[config.mk]
export PLATFORM = sky130hd
export DESIGN_NAME = rv_fetch
export DESIGN_NICKNAME = d
export VERILOG_FILES = /design/src/rtl/rv_fetch.sv
export SDC_FILE = /design/constraint.sdc
export NUM_CORES = 1
export LEC_CHECK = 0
export ABC_AREA = 1
export BUFFER_PORTS_ARGS = -buffer_cell sky130_fd_sc_hd__buf_2
export CAP_MARGIN = 20
export CORE_ASPECT_RATIO = 1.4
export CORE_MARGIN = 2
export CORE_UTILIZATION = 50
export CTS_CLUSTER_DIAMETER = 120
export DETAILED_ROUTE_END_ITERATION = 10
export HOLD_SLACK_MARGIN = 0.12
export PLACE_DENSITY = 0.87
export SLEW_MARGIN = 20
export SYNTH_ARGS = -nofsm -noshare
export SYNTH_HDL_FRONTEND = slang
export SYNTH_SLANG_ARGS = --single-unit
[constraint.sdc]
create_clock -name i_clk -period 7.63 [get_ports i_clk]
set_input_delay 1.1445 -clock i_clk [delete_from_list [all_inputs] [get_ports i_clk]]
set_output_delay 1.1445 -clock i_clk [all_outputs]
set_load 0.05 [all_outputs]
[src/rtl/rv_fetch.sv]
// rv_fetch: instruction fetch stage - word PC generation, ibus req/ack handshake, registered {pc, instr, valid} to decode.
// Define RV_FETCH_SKID_EN for a 2-entry output skid buffer; the default build uses a single output register.
module rv_fetch #(
    parameter logic [31:0] RESET_ADDR = 32'h8000_0000
) (
    input  logic        i_clk,
    input  logic        i_reset,
    output logic [29:0] o_ibus_addr,
    output logic        o_ibus_req,
    input  logic        i_ibus_ack,
    input  logic [31:0] i_ibus_data,
    output logic [29:0] o_pc,
    output logic [31:0] o_instr,
    output logic        o_valid,
    input  logic        i_stall,
    input  logic        i_flush,
    input  logic [29:0] i_flush_pc
);
    localparam logic [29:0] RESET_WORD = RESET_ADDR[31:2];

    typedef enum logic [1:0] {
        S_BOOT,
        S_REQ,
        S_HOLD,
        S_DRAIN
    } state_t;

    state_t      state, state_nxt;
    logic        req_q, req_nxt;
    logic [29:0] addr_q, addr_nxt;
    logic [29:0] tgt_q, tgt_nxt;

    // Head output slot; o_pc/o_instr/o_valid always come from here.
    logic [29:0] pc_p0, pc_p0_nxt;
    logic [31:0] instr_p0, instr_p0_nxt;
    logic        vld_p0, vld_p0_nxt;

    logic consume, ack_eff, push, free_after_push, slot_free;

`ifdef RV_FETCH_SKID_EN
    logic [29:0] pc_p1, pc_p1_nxt;
    logic [31:0] instr_p1, instr_p1_nxt;
    logic        vld_p1, vld_p1_nxt;

    // Entries are packed toward the head, so vld_p1 implies vld_p0.
    assign free_after_push = ~vld_p1 & (~vld_p0 | consume);
    assign slot_free       = ~(vld_p1 & ~consume);
`else
    logic stall_q;

    assign free_after_push = 1'b1;
    assign slot_free       = ~vld_p0 | consume;
`endif

    assign consume = vld_p0 & ~i_stall;
    assign ack_eff = i_ibus_ack & o_ibus_req;
    assign push    = (state == S_REQ) & ack_eff & ~i_flush;

    always_ff @(posedge i_clk or posedge i_reset) begin
        if (i_reset) begin
            state    <= S_BOOT;
            req_q    <= 1'b0;
            addr_q   <= RESET_WORD;
            tgt_q    <= RESET_WORD;
            pc_p0    <= RESET_WORD;
            instr_p0 <= '0;
            vld_p0   <= 1'b0;
`ifdef RV_FETCH_SKID_EN
            pc_p1    <= RESET_WORD;
            instr_p1 <= '0;
            vld_p1   <= 1'b0;
`else
            stall_q  <= 1'b0;
`endif
        end else begin
            state    <= state_nxt;
            req_q    <= req_nxt;
            addr_q   <= addr_nxt;
            tgt_q    <= tgt_nxt;
            pc_p0    <= pc_p0_nxt;
            instr_p0 <= instr_p0_nxt;
            vld_p0   <= vld_p0_nxt;
`ifdef RV_FETCH_SKID_EN
            pc_p1    <= pc_p1_nxt;
            instr_p1 <= instr_p1_nxt;
            vld_p1   <= vld_p1_nxt;
`else
            stall_q  <= i_stall;
`endif
        end
    end

    // A waiting bus request cannot be cancelled, so a flush against it must drain first.
    always_comb begin
        state_nxt = state;
        req_nxt   = req_q;
        addr_nxt  = addr_q;
        tgt_nxt   = tgt_q;
        if (i_flush) begin
            if (o_ibus_req & ~i_ibus_ack) begin
                tgt_nxt   = i_flush_pc;
                state_nxt = S_DRAIN;
            end else begin
                req_nxt   = 1'b1;
                addr_nxt  = i_flush_pc;
                state_nxt = S_REQ;
            end
        end else begin
            case (state)
                S_BOOT: begin
                    req_nxt   = 1'b1;
                    addr_nxt  = RESET_WORD;
                    state_nxt = S_REQ;
                end
                S_REQ: begin
                    if (ack_eff) begin
                        addr_nxt  = addr_q + 30'd1;
                        req_nxt   = free_after_push;
                        state_nxt = free_after_push ? S_REQ : S_HOLD;
                    end
                end
                S_HOLD: begin
                    if (slot_free) begin
                        req_nxt   = 1'b1;
                        state_nxt = S_REQ;
                    end
                end
                S_DRAIN: begin
                    if (ack_eff) begin
                        addr_nxt  = tgt_q;
                        state_nxt = S_REQ;
                    end
                end
                default: state_nxt = S_BOOT;
            endcase
        end
    end

    // Output slot update: pop on consume, then append the acked word behind whatever remains.
    always_comb begin
        pc_p0_nxt    = pc_p0;
        instr_p0_nxt = instr_p0;
        vld_p0_nxt   = vld_p0;
`ifdef RV_FETCH_SKID_EN
        pc_p1_nxt    = pc_p1;
        instr_p1_nxt = instr_p1;
        vld_p1_nxt   = vld_p1;
`endif
        if (i_flush) begin
            instr_p0_nxt = '0;
            vld_p0_nxt   = 1'b0;
`ifdef RV_FETCH_SKID_EN
            instr_p1_nxt = '0;
            vld_p1_nxt   = 1'b0;
`endif
        end else begin
            if (consume) begin
`ifdef RV_FETCH_SKID_EN
                pc_p0_nxt    = pc_p1;
                instr_p0_nxt = instr_p1;
                vld_p0_nxt   = vld_p1;
                instr_p1_nxt = '0;
                vld_p1_nxt   = 1'b0;
`else
                instr_p0_nxt = '0;
                vld_p0_nxt   = 1'b0;
`endif
            end
            if (push) begin
`ifdef RV_FETCH_SKID_EN
                if (!vld_p0_nxt) begin
                    pc_p0_nxt    = addr_q;
                    instr_p0_nxt = i_ibus_data;
                    vld_p0_nxt   = 1'b1;
                end else begin
                    pc_p1_nxt    = addr_q;
                    instr_p1_nxt = i_ibus_data;
                    vld_p1_nxt   = 1'b1;
                end
`else
                pc_p0_nxt    = addr_q;
                instr_p0_nxt = i_ibus_data;
                vld_p0_nxt   = 1'b1;
`endif
            end
        end
    end

    // Without the skid buffer, requests pause while decode holds the slot and for one cycle after release.
    always_comb begin
`ifdef RV_FETCH_SKID_EN
        o_ibus_req = req_q;
`else
        o_ibus_req = req_q & ~(vld_p0 & (i_stall | stall_q));
`endif
        o_ibus_addr = addr_q;
        o_pc        = pc_p0;
        o_instr     = instr_p0;
        o_valid     = vld_p0;
    end

endmodule
==> impl_metrics.toml, run 1 <==
[timing]
setup_tns_ns = 0
period_needed_ns = 4.009
setup_viol = 0
slew_violations = 0
clock_skew_ns = 0.007365
final-hold-violation-count = 0
rsz0062_at_grt = "no"
final.period_utilization_pct = 52.54
hold_ws_ns = 0.4777
worst_pin_slew_ns = 1.002
max_slew_margin_pct = 33.23
max_freq_mhz = 249.5

[layout]
nNetsFinal = 1048
layout_common_cells = "nand2_1 (225), buf_2 (160), dfrtp_1 (124)"
syn_to_final_growth_pct = 23.34
layout.cells.non_filler = 1139
antenna_cells = 0
drive_gt1_share_pct = 22.24
final_cell_area_um2 = 7875
final_common_cell = "nand2_1"

[clock_tree]
cts_hold_buf = 0
cts.sinks = 127
path_clk_slew_ns = 0.05
cts_tree = "yes"
cts_buffers = 17
post_cts_buffers = 0
cts_max_path_buffers = 2
clkLatencyLatePin_ns = 0.41
htreeDepth = 4
ctsResizeCount = 0
clock-root-buffer = "clkbuf_16"

[yosys]
syn-instance-count = 832
yosysWarningCount = 0
synthDistinctLibCells = 31
synth.yosys.seq_area_share_pct = 49.83
yosys_register_bits = 127
syn_avg_cell_area_um2 = 7.674
synth_nets = 904
synthesis.area_um2 = 6385

[power]
powerDensity_nw_per_um2 = 377.7
leakage_nw = 4.145
ir_worst_vdd_v = 0.0001601

[placed_design]
hpwl_mm = 12.76
dpl_cell_area_um2 = 7233
place_congestion = 0.9832
portBuffers = 160
place_inst = 1107

[setup_path]
cp.required_ns = 7.93
crit_arrival_ns = 4.30
critical_path.max_fanout = 52
r2r-end = "o_ibus_addr[24]"
critPathCaptureType = "flop"
reg2reg_depth = 8
worstSetupEndpoint = "o_ibus_addr[24]"
rrSetupSlack_ns = 4.60
critPathLaunch = "i_flush"
regToRegStartpoint = "o_valid"
critPathSlowestCell = "nor2_4"
slowest_delay_ns = 0.68
worstSetupStartpointType = "primary input"
cp_common_cell = "nand2_1"
path_cells = "buf_2 > inv_2 > nor2_1 > nand2_2 > nand2_1 > nor2_4 > inv_2 > nand2_1 > nand2_1"
critical_path_class = "in2reg"

[floorplanning]
fp.dieW_um = 99.51
initial_core_util_pct = 51.61
ios = 161
dieArea_um2 = 13700
coreArea_um2 = 12370
die_h_um = 137.7
rows = 48

[routing]
drc_errors = 0
ant_nets = 0
vias_per_cell = 5.439
finalWirelength_mm = 17.56
drt-wirelength-per-cell_um = 15.42
vias = 6195
drtPass1Iterations = 5
drtIter0Drc = 562

[global_route]
globalRouteTotalUtil_pct = 26.04
antenna_found_initial = 0
grt_max_degree = 126
grt_pass1_wl_mm = 28.25
grt_pass1_vias = 5888
globalRouteOverflowTotal = 0

[min_path]
min-delay-path-class = "reg2reg"

[run_status]
outcome = "finished, final reports clean"

[flow_run]
cap_violations = 0
cells by family after synthesis:
logic type	Yosys count	share of synthesized area, %
simple gates	396	25.93
compound gates	156	12.72
buf+inv	138	8.779
flops	127	49.83
mux	10	1.764
fa+ha+maj	5	0.9798
registers in the layout, summed over array words and instances (netlist names):
name	count
o_ibus_addr	30
o_instr	32
o_pc	30
o_valid	1
req_q	1
stall_q	1
state	2
tgt_q	30
worst max-delay path: cells and delay by family:
| kind | cells | cell delay (ns) |
|---|---|---|
| buffers and inverters | 3 | 1.06 |
| and+or+nand+nor | 6 | 2.06 |
routing by layer:
metal  vias up  track usage (%)  wire length, um
li1       2974                -                -
met1      2838            31.83             7050
met2       317            42.91             8272
met3        66            4.465             1209
met4         0            16.06             1025
met5         -                0                0
per-stage QoR:
stage / util (%) / worst slack (ns) / total power [mW]
2_1_floorplan: - / 3.106 / 1.805
3_3_place_gp: 58.42 / 3.340 / 2.076
3_5_place_dp: 58.46 / 3.261 / 2.102
4_1_cts: 63.65 / 3.654 / 2.978
5_1_grt: 63.65 / 3.211 / 3.117
6_report: 63.65 / 3.621 / 2.975
power breakdown:
group	internal (mW)	switching (mW)
registers	0.849	0.149
logic	0.248	0.864
clock network	0.579	0.286
worst min-delay path by stage:
stage | startpoint | to | slack (ns) | depth (start not counted)
after floorplan | tgt_q[0] | tgt_q[0] | 0.45 | 2
after global placement | o_pc[6] | o_pc[6] | 0.46 | 2
after detailed placement | o_pc[13] | o_pc[13] | 0.47 | 2
after global routing | o_pc[14] | o_pc[14] | 0.51 | 2
final | o_pc[13] | o_pc[13] | 0.48 | 2
after CTS | o_pc[13] | o_pc[13] | 0.48 | 2
synth_stat cells, drive strengths merged:
master | number | share of area (%)
a211oi | 1 | 0.12
a21oi | 31 | 2.4
a22o | 1 | 0.14
a22oi | 5 | 0.59
and2 | 1 | 0.14
buf | 16 | 1.6
clkbuf | 23 | 1.4
dfrtp | 124 | 49
dfstp | 3 | 1.2
ha | 5 | 0.98
inv | 99 | 5.8
mux2 | 10 | 1.8
nand2 | 227 | 13
nand3 | 93 | 7.3
nand4 | 3 | 0.39
nor2 | 63 | 4.0
nor3 | 9 | 0.71
o21ai | 115 | 9.1
o21bai | 1 | 0.12
o31ai | 1 | 0.12
o41ai | 1 | 0.14
final cells by class:
cell class                      instances  area, um2
Clock buffer                           22      484.2
Clock inverter                         10      157.7
Fill cell                            1066       4497
Inverter                               99      374.1
Multi-Input combinational cell        567       2659
Sequential cell                       127       3182
Tap cell                              150      187.7
Timing Repair Buffer                  164      830.8
No activity file was read; power rests on OpenSTA's default activity.
==> run 2: changes to the inputs <==
--- a/config.mk
+++ b/config.mk
@@ -10,7 +10,7 @@
 export CAP_MARGIN = 20
 export CORE_ASPECT_RATIO = 1.4
 export CORE_MARGIN = 2
-export CORE_UTILIZATION = 50
+export CORE_UTILIZATION = 48
 export CTS_CLUSTER_DIAMETER = 120
 export DETAILED_ROUTE_END_ITERATION = 10
 export HOLD_SLACK_MARGIN = 0.12
==> constraint.sdc (replaced) <==
create_clock -name i_clk -period 3.3 [get_ports i_clk]
set_input_delay 0.495 -clock i_clk [delete_from_list [all_inputs] [get_ports i_clk]]
set_output_delay 0.495 -clock i_clk [all_outputs]
set_load 0.05 [all_outputs]
==> run 2 against run 1 <==
Combinational power up 130%; clock power up 130%; via count up 0.26%; sequential cell count unchanged; worst setup slack worse by 3.1 ns; non-clock buffer count up 6; clock skew about the same; cell count up 3.0%; critical path type is now reg2reg; critical endpoint is now o_ibus_addr[7]; highest routed layer unchanged.
==> impl_metrics.toml, run 2 (synthesis gave the netlist of run 1 again) <==
[routing]
drc_errors = 0
vias_per_cell = 5.295
finalWirelength_mm = 18.26
drtIter0Drc = 763
drtPass1Iterations = 6
vias = 6211
ant_nets = 0
drt-wirelength-per-cell_um = 15.57

[run_status]
outcome = "finished, final reports clean"

[setup_path]
cp_common_cell = "inv_1"
crit_arrival_ns = 3.12
critPathCaptureType = "flop"
critPathSlowestCell = "nor2_4"
slowest_delay_ns = 0.63
critical_path_class = "reg2reg"
worstSetupStartpointType = "flop"
cp.required_ns = 3.63
reg2reg_depth = 8
critical_path.max_fanout = 35
path_cells = "inv_1 > ha_1 > inv_1 > nand3_1 > nand2_2 > nor2_4 > inv_2 > o21ai_0"

[timing]
final.period_utilization_pct = 84.44
max_slew_margin_pct = 42.34
period_needed_ns = 2.787
max_freq_mhz = 358.9
setup_viol = 0
rsz0062_at_grt = "no"
slew_violations = 0
worst_pin_slew_ns = 0.8648
final-hold-violation-count = 0
setup_tns_ns = 0
clock_skew_ns = 0.006901

[min_path]
min-delay-path-class = "in2reg"
whs_path_depth = 1

[floorplanning]
dieArea_um2 = 14250
initial_core_util_pct = 49.36
coreArea_um2 = 12940
rows = 49
ios = 161
fp.dieW_um = 101.5
die_h_um = 140.5

[clock_tree]
cts_buffers = 17
htreeDepth = 4
cts_tree = "yes"
cts.sinks = 127
clkLatencyLatePin_ns = 0.42
clock-root-buffer = "clkbuf_16"
cts_max_path_buffers = 2
path_clk_slew_ns = 0.06

[layout]
syn_to_final_growth_pct = 25.02
layout_common_cells = "nand2_1 (225), buf_2 (160), dfrtp_1 (124)"
drive_gt1_share_pct = 22.71
regArea_um2 = 3182
final_common_cell = "nand2_1"
antenna_cells = 0
largest_register_ffs = 32
final_util_pct = 61.71
nNetsFinal = 1054
fill_cells = 1112
multiInputGateArea_um2 = 2654

[global_route]
globalRouteOverflowTotal = 0
grt_pass1_vias = 5885
grt_max_degree = 69
grt_pass1_wl_mm = 29.37
antenna_found_initial = 0
globalRouteTotalUtil_pct = 26.20

[placed_design]
place_congestion = 0.9593
portBuffers = 160
hpwl_mm = 12.90

[flow_run]
cap_violations = 0

[power]
ir_worst_vdd_v = 0.0003268
powerDensity_nw_per_um2 = 864.1
leakage_nw = 4.171
## run 2: timing repair
action	4_1_cts	5_1_grt
resized for setup	0	0
setup buffers	0	0
setup endpoints to repair	0	0
hold buffers	0	1
endpoints found under the hold margin	0	12
## run 2: stage by stage
stage                     cells  area (um2)  hold slack, ns  power, mW  setup slack, ns
final                      1173        7983          0.2346      6.898           0.5135
after global routing       1173        7983          0.2391      7.207           0.2465
after CTS                  1171        7953          0.2323      6.891           0.5780
after detailed placement   1139        7320          0.4698      4.876           0.6350
after global placement     1139        7320          0.4607      4.830           0.7452
after floorplan             832        6389          0.4529      4.174            1.240
## run 2: worst paths after layout
check / endpoint / slack [ns] / start
worst max-delay path: o_ibus_addr[7] / 0.51 / state[1]
worst min-delay path: stall_q / 0.23 / i_stall
worst max register to register: o_ibus_addr[7] / 0.51 / state[1]
worst min register to register: o_pc[16] / 0.48 / o_pc[16]
max in group asynchronous: o_pc[29] / 1.82 / i_reset
min in group asynchronous: o_instr[21] / 0.58 / i_reset
## run 2: metal layers
layer,vias up,GRT usage (%),routed length (um)
met4,0,12.09,653
li1,2991,-,-
met2,333,44.16,9143
met3,50,5.240,1363
met1,2837,31.91,7103
met5,-,0,0
## run 2: area by class of cell
class	count	share of cell area [%]
clock buffer	17	5.329
multi-input combinational	567	33.24
clock inverter	15	2.602
inverter	99	4.702
sequential	127	39.86
tap	178	2.790
timing repair buffer	170	11.47
## run 2: power by group
group / total, mW / switching, mW / internal [mW]
Sequential: 2.32 / 0.361 / 1.96
Combinational: 2.59 / 2.00 / 0.584
Clock: 1.99 / 0.718 / 1.27
Total: 6.90 / 3.08 / 3.82
## run 2: worst max-delay path, delay by kind of cell, from the launching register on
kind / cells / cell delay (ns)
compound gates: 1 / 0.27
fa+ha+maj: 1 / 0.50
buf+inv: 3 / 0.58
simple gates: 3 / 0.92
flops: 1 / 0.41
==> run 3: changes to the inputs <==
--- a/config.mk
+++ b/config.mk
@@ -5,12 +5,12 @@
 export SDC_FILE = /design/constraint.sdc
 export NUM_CORES = 1
 export LEC_CHECK = 0
-export ABC_AREA = 1
+export ABC_AREA = 0
 export BUFFER_PORTS_ARGS = -buffer_cell sky130_fd_sc_hd__buf_2
 export CAP_MARGIN = 20
 export CORE_ASPECT_RATIO = 1.4
 export CORE_MARGIN = 2
-export CORE_UTILIZATION = 48
+export CORE_UTILIZATION = 50
 export CTS_CLUSTER_DIAMETER = 120
 export DETAILED_ROUTE_END_ITERATION = 10
 export HOLD_SLACK_MARGIN = 0.12
==> constraint.sdc (replaced) <==
create_clock -name i_clk -period 2.73 [get_ports i_clk]
set_input_delay 0.4095 -clock i_clk [delete_from_list [all_inputs] [get_ports i_clk]]
set_output_delay 0.4095 -clock i_clk [all_outputs]
set_load 0.05 [all_outputs]
==> run 3 against run 2 <==
Cell area decreased by 5.7%; largest power group is now registers; routed wire length down 14%; cell count down 29%; power increased by 9.5%; global-route usage down 1.7 points; clock power up 13%; largest cell class unchanged.
==> impl_metrics.toml, run 3 <==
[yosys]
synth.yosys.seq_area_share_pct = 52.45
synth-async-reset-ratio_pct = 100.0
yosysMostFrequentCell = "dfrtp_1"
yosysTopAreaCell = "dfrtp_1"
synth_nets = 595
synth_area_leaders = "dfrtp_1 (51%), mux2_2 (11%), a22o_1 (5.1%)"
syn-instance-count = 523
syn_avg_cell_area_um2 = 11.60
yosysWarningCount = 0
synth-edff-count = 0
synth_ff_type = "dfrtp_1"
ys_top_cells_by_count = "dfrtp_1 (124), mux2_2 (58), a22o_1 (35), o21ai_0 (35), nand2_1 (33)"
synthDistinctLibCells = 66
yosys_register_bits = 127
synthesis.area_um2 = 6066
synth_top_area_share_pct = 51.16

[routing]
drtPass1Iterations = 5
ant_nets = 0
vias_per_cell = 6.126
finalWirelength_mm = 15.63
drtIter0Drc = 339
drc_errors = 0
drt-wirelength-per-cell_um = 18.81
vias = 5091

[timing]
slew_violations = 0
max_slew_margin_pct = 44.26
final.period_utilization_pct = 81.43
period_needed_ns = 2.223
final-hold-violation-count = 0
setup_tns_ns = 0
rsz0062_at_grt = "no"
max_freq_mhz = 449.9
clock_skew_ns = 0.005324
worst_pin_slew_ns = 0.8362
hold_ws_ns = 0.1656
setup_viol = 0

[placed_design]
place_inst = 799
hpwl_mm = 10.38
place_congestion = 0.8299
dpl_cell_area_um2 = 6933
portBuffers = 160

[layout]
fill_cells = 951
drive_gt1_share_pct = 41.23
layout_common_cells = "buf_2 (160), dfrtp_1 (124), mux2_2 (58)"
largest_register_ffs = 32
antenna_cells = 0
multiInputGateArea_um2 = 2630
nNetsFinal = 743
syn_to_final_growth_pct = 24.11
regArea_um2 = 3182
final_util_pct = 63.69
layout.cells.non_filler = 831
final_common_cell = "buf_2"
final_cell_area_um2 = 7528

[clock_tree]
post_cts_buffers = 0
path_clk_slew_ns = 0.06
clkLatencyLatePin_ns = 0.41
cts_buffers = 17
ctsResizeCount = 0
cts.sinks = 127
htreeDepth = 4
cts_tree = "yes"
clock-root-buffer = "clkbuf_16"
cts_hold_buf = 0
cts_max_path_buffers = 2

[setup_path]
cp.required_ns = 3.02
regToRegStartpoint = "o_ibus_addr[3]"
crit_arrival_ns = 2.51
critical_path_class = "reg2reg"
critical_path.max_fanout = 13
r2r-end = "o_ibus_addr[26]"
critPathCaptureType = "flop"
rrSetupSlack_ns = 0.51
reg2reg_depth = 5
worstSetupStartpointType = "flop"

[power]
ir_worst_vdd_v = 0.0005521
p_sw_share_pct = 40.40
leakage_nw = 3.496
powerDensity_nw_per_um2 = 1003
p_switching_mw = 3.051
combPwrFrac_pct = 34.4
clkPwrFrac_pct = 29.6
p_int_mw = 4.500
seq_power_share_pct = 36.0

[global_route]
grt_pass1_wl_mm = 25.90
antenna_found_initial = 0
grt_max_degree = 128
globalRouteOverflowTotal = 0
globalRouteTotalUtil_pct = 24.53
grt_pass1_vias = 5344

[floorplanning]
fp.dieW_um = 97.09
coreArea_um2 = 11820
initial_core_util_pct = 51.32
rows = 47
die_h_um = 134.3
dieArea_um2 = 13040
ios = 161

[run_status]
outcome = "finished, final reports clean"

[min_path]
min-delay-path-class = "in2async"

[flow_run]
cap_violations = 0
## run 3: cell types whose count changed in the layout (fill, tap and decap cells not counted), sizes merged, moves of 11 or more
cell and delta:
nor2 -51, inv -93, o21ai -75, a21oi -11, a22o +34, mux2 +49
nand2b +16, nand3 -81, nand2 -194
## run 3: cell type report
class | instances | area share [%]
Sequential cell | 127 | 42.26
Tap cell | 147 | 2.443
Clock buffer | 22 | 6.432
Inverter | 9 | 0.4986
Multi-Input combinational cell | 346 | 34.93
Timing Repair Buffer | 170 | 11.97
Clock inverter | 10 | 1.463
## run 3: cell families (layout without fill, tap and decap cells)
group | Yosys count | in the layout | share of synthesized area (%)
adders and majority gates | 5 | 5 | 1.031
DFF | 127 | 127 | 52.45
xor gates and xnor gates | 9 | 9 | 1.300
AOI/OAI and AO/OA | 153 | 153 | 18.50
buffers and inverters | 50 | 211 | 4.290
muxes | 61 | 61 | 11.28
and+or+nand+nor | 118 | 118 | 11.14
## run 3: how the worst max path moves through the flow
stage	to	cells after the start	from	slack [ns]
2_1_floorplan	o_pc[20]	6	o_valid	0.42
3_3_place_gp	o_instr[17]	6	i_stall	0.62
3_5_place_dp	o_instr[11]	6	i_stall	0.43
4_1_cts	o_instr[15]	5	o_valid	0.52
5_1_grt	o_ibus_addr[17]	7	state[1]	0.36
6_report	o_ibus_addr[26]	5	o_ibus_addr[3]	0.51
## run 3: stage by stage
stage | total power [mW] | worst slack, ns
floorplan | 4.669 | 0.4204
global placement | 5.244 | 0.6170
detailed placement | 5.333 | 0.4288
CTS | 7.594 | 0.5163
global route | 7.873 | 0.3564
finish | 7.550 | 0.5070
## run 3: critical path, stage by stage (launching register included)
cell      delay [ns]
dfrtp_1         0.48
and4_1          0.51
nand4_4         0.31
nor2_1          0.27
a311oi_1        0.12
a2111o_1        0.40
## run 3: power by group through the flow
stage	clock [mW]	sequential (mW)	combinational (mW)
2_1_floorplan	0	3.85	0.820
3_3_place_gp	0	2.71	2.54
3_5_place_dp	0	2.74	2.60
4_1_cts	2.27	2.71	2.61
5_1_grt	2.36	2.78	2.74
6_report	2.24	2.72	2.60
## run 3: metal layers
| metal | global-route usage (%) | vias to the layer above | wire, um |
|---|---|---|---|
| met3 | 7.087 | 53 | 1100 |
| met5 | 0 | - | 0 |
| met1 | 28.67 | 2526 | 5964 |
| met4 | 13.22 | 0 | 580 |
| li1 | - | 2258 | - |
| met2 | 40.82 | 254 | 7988 |
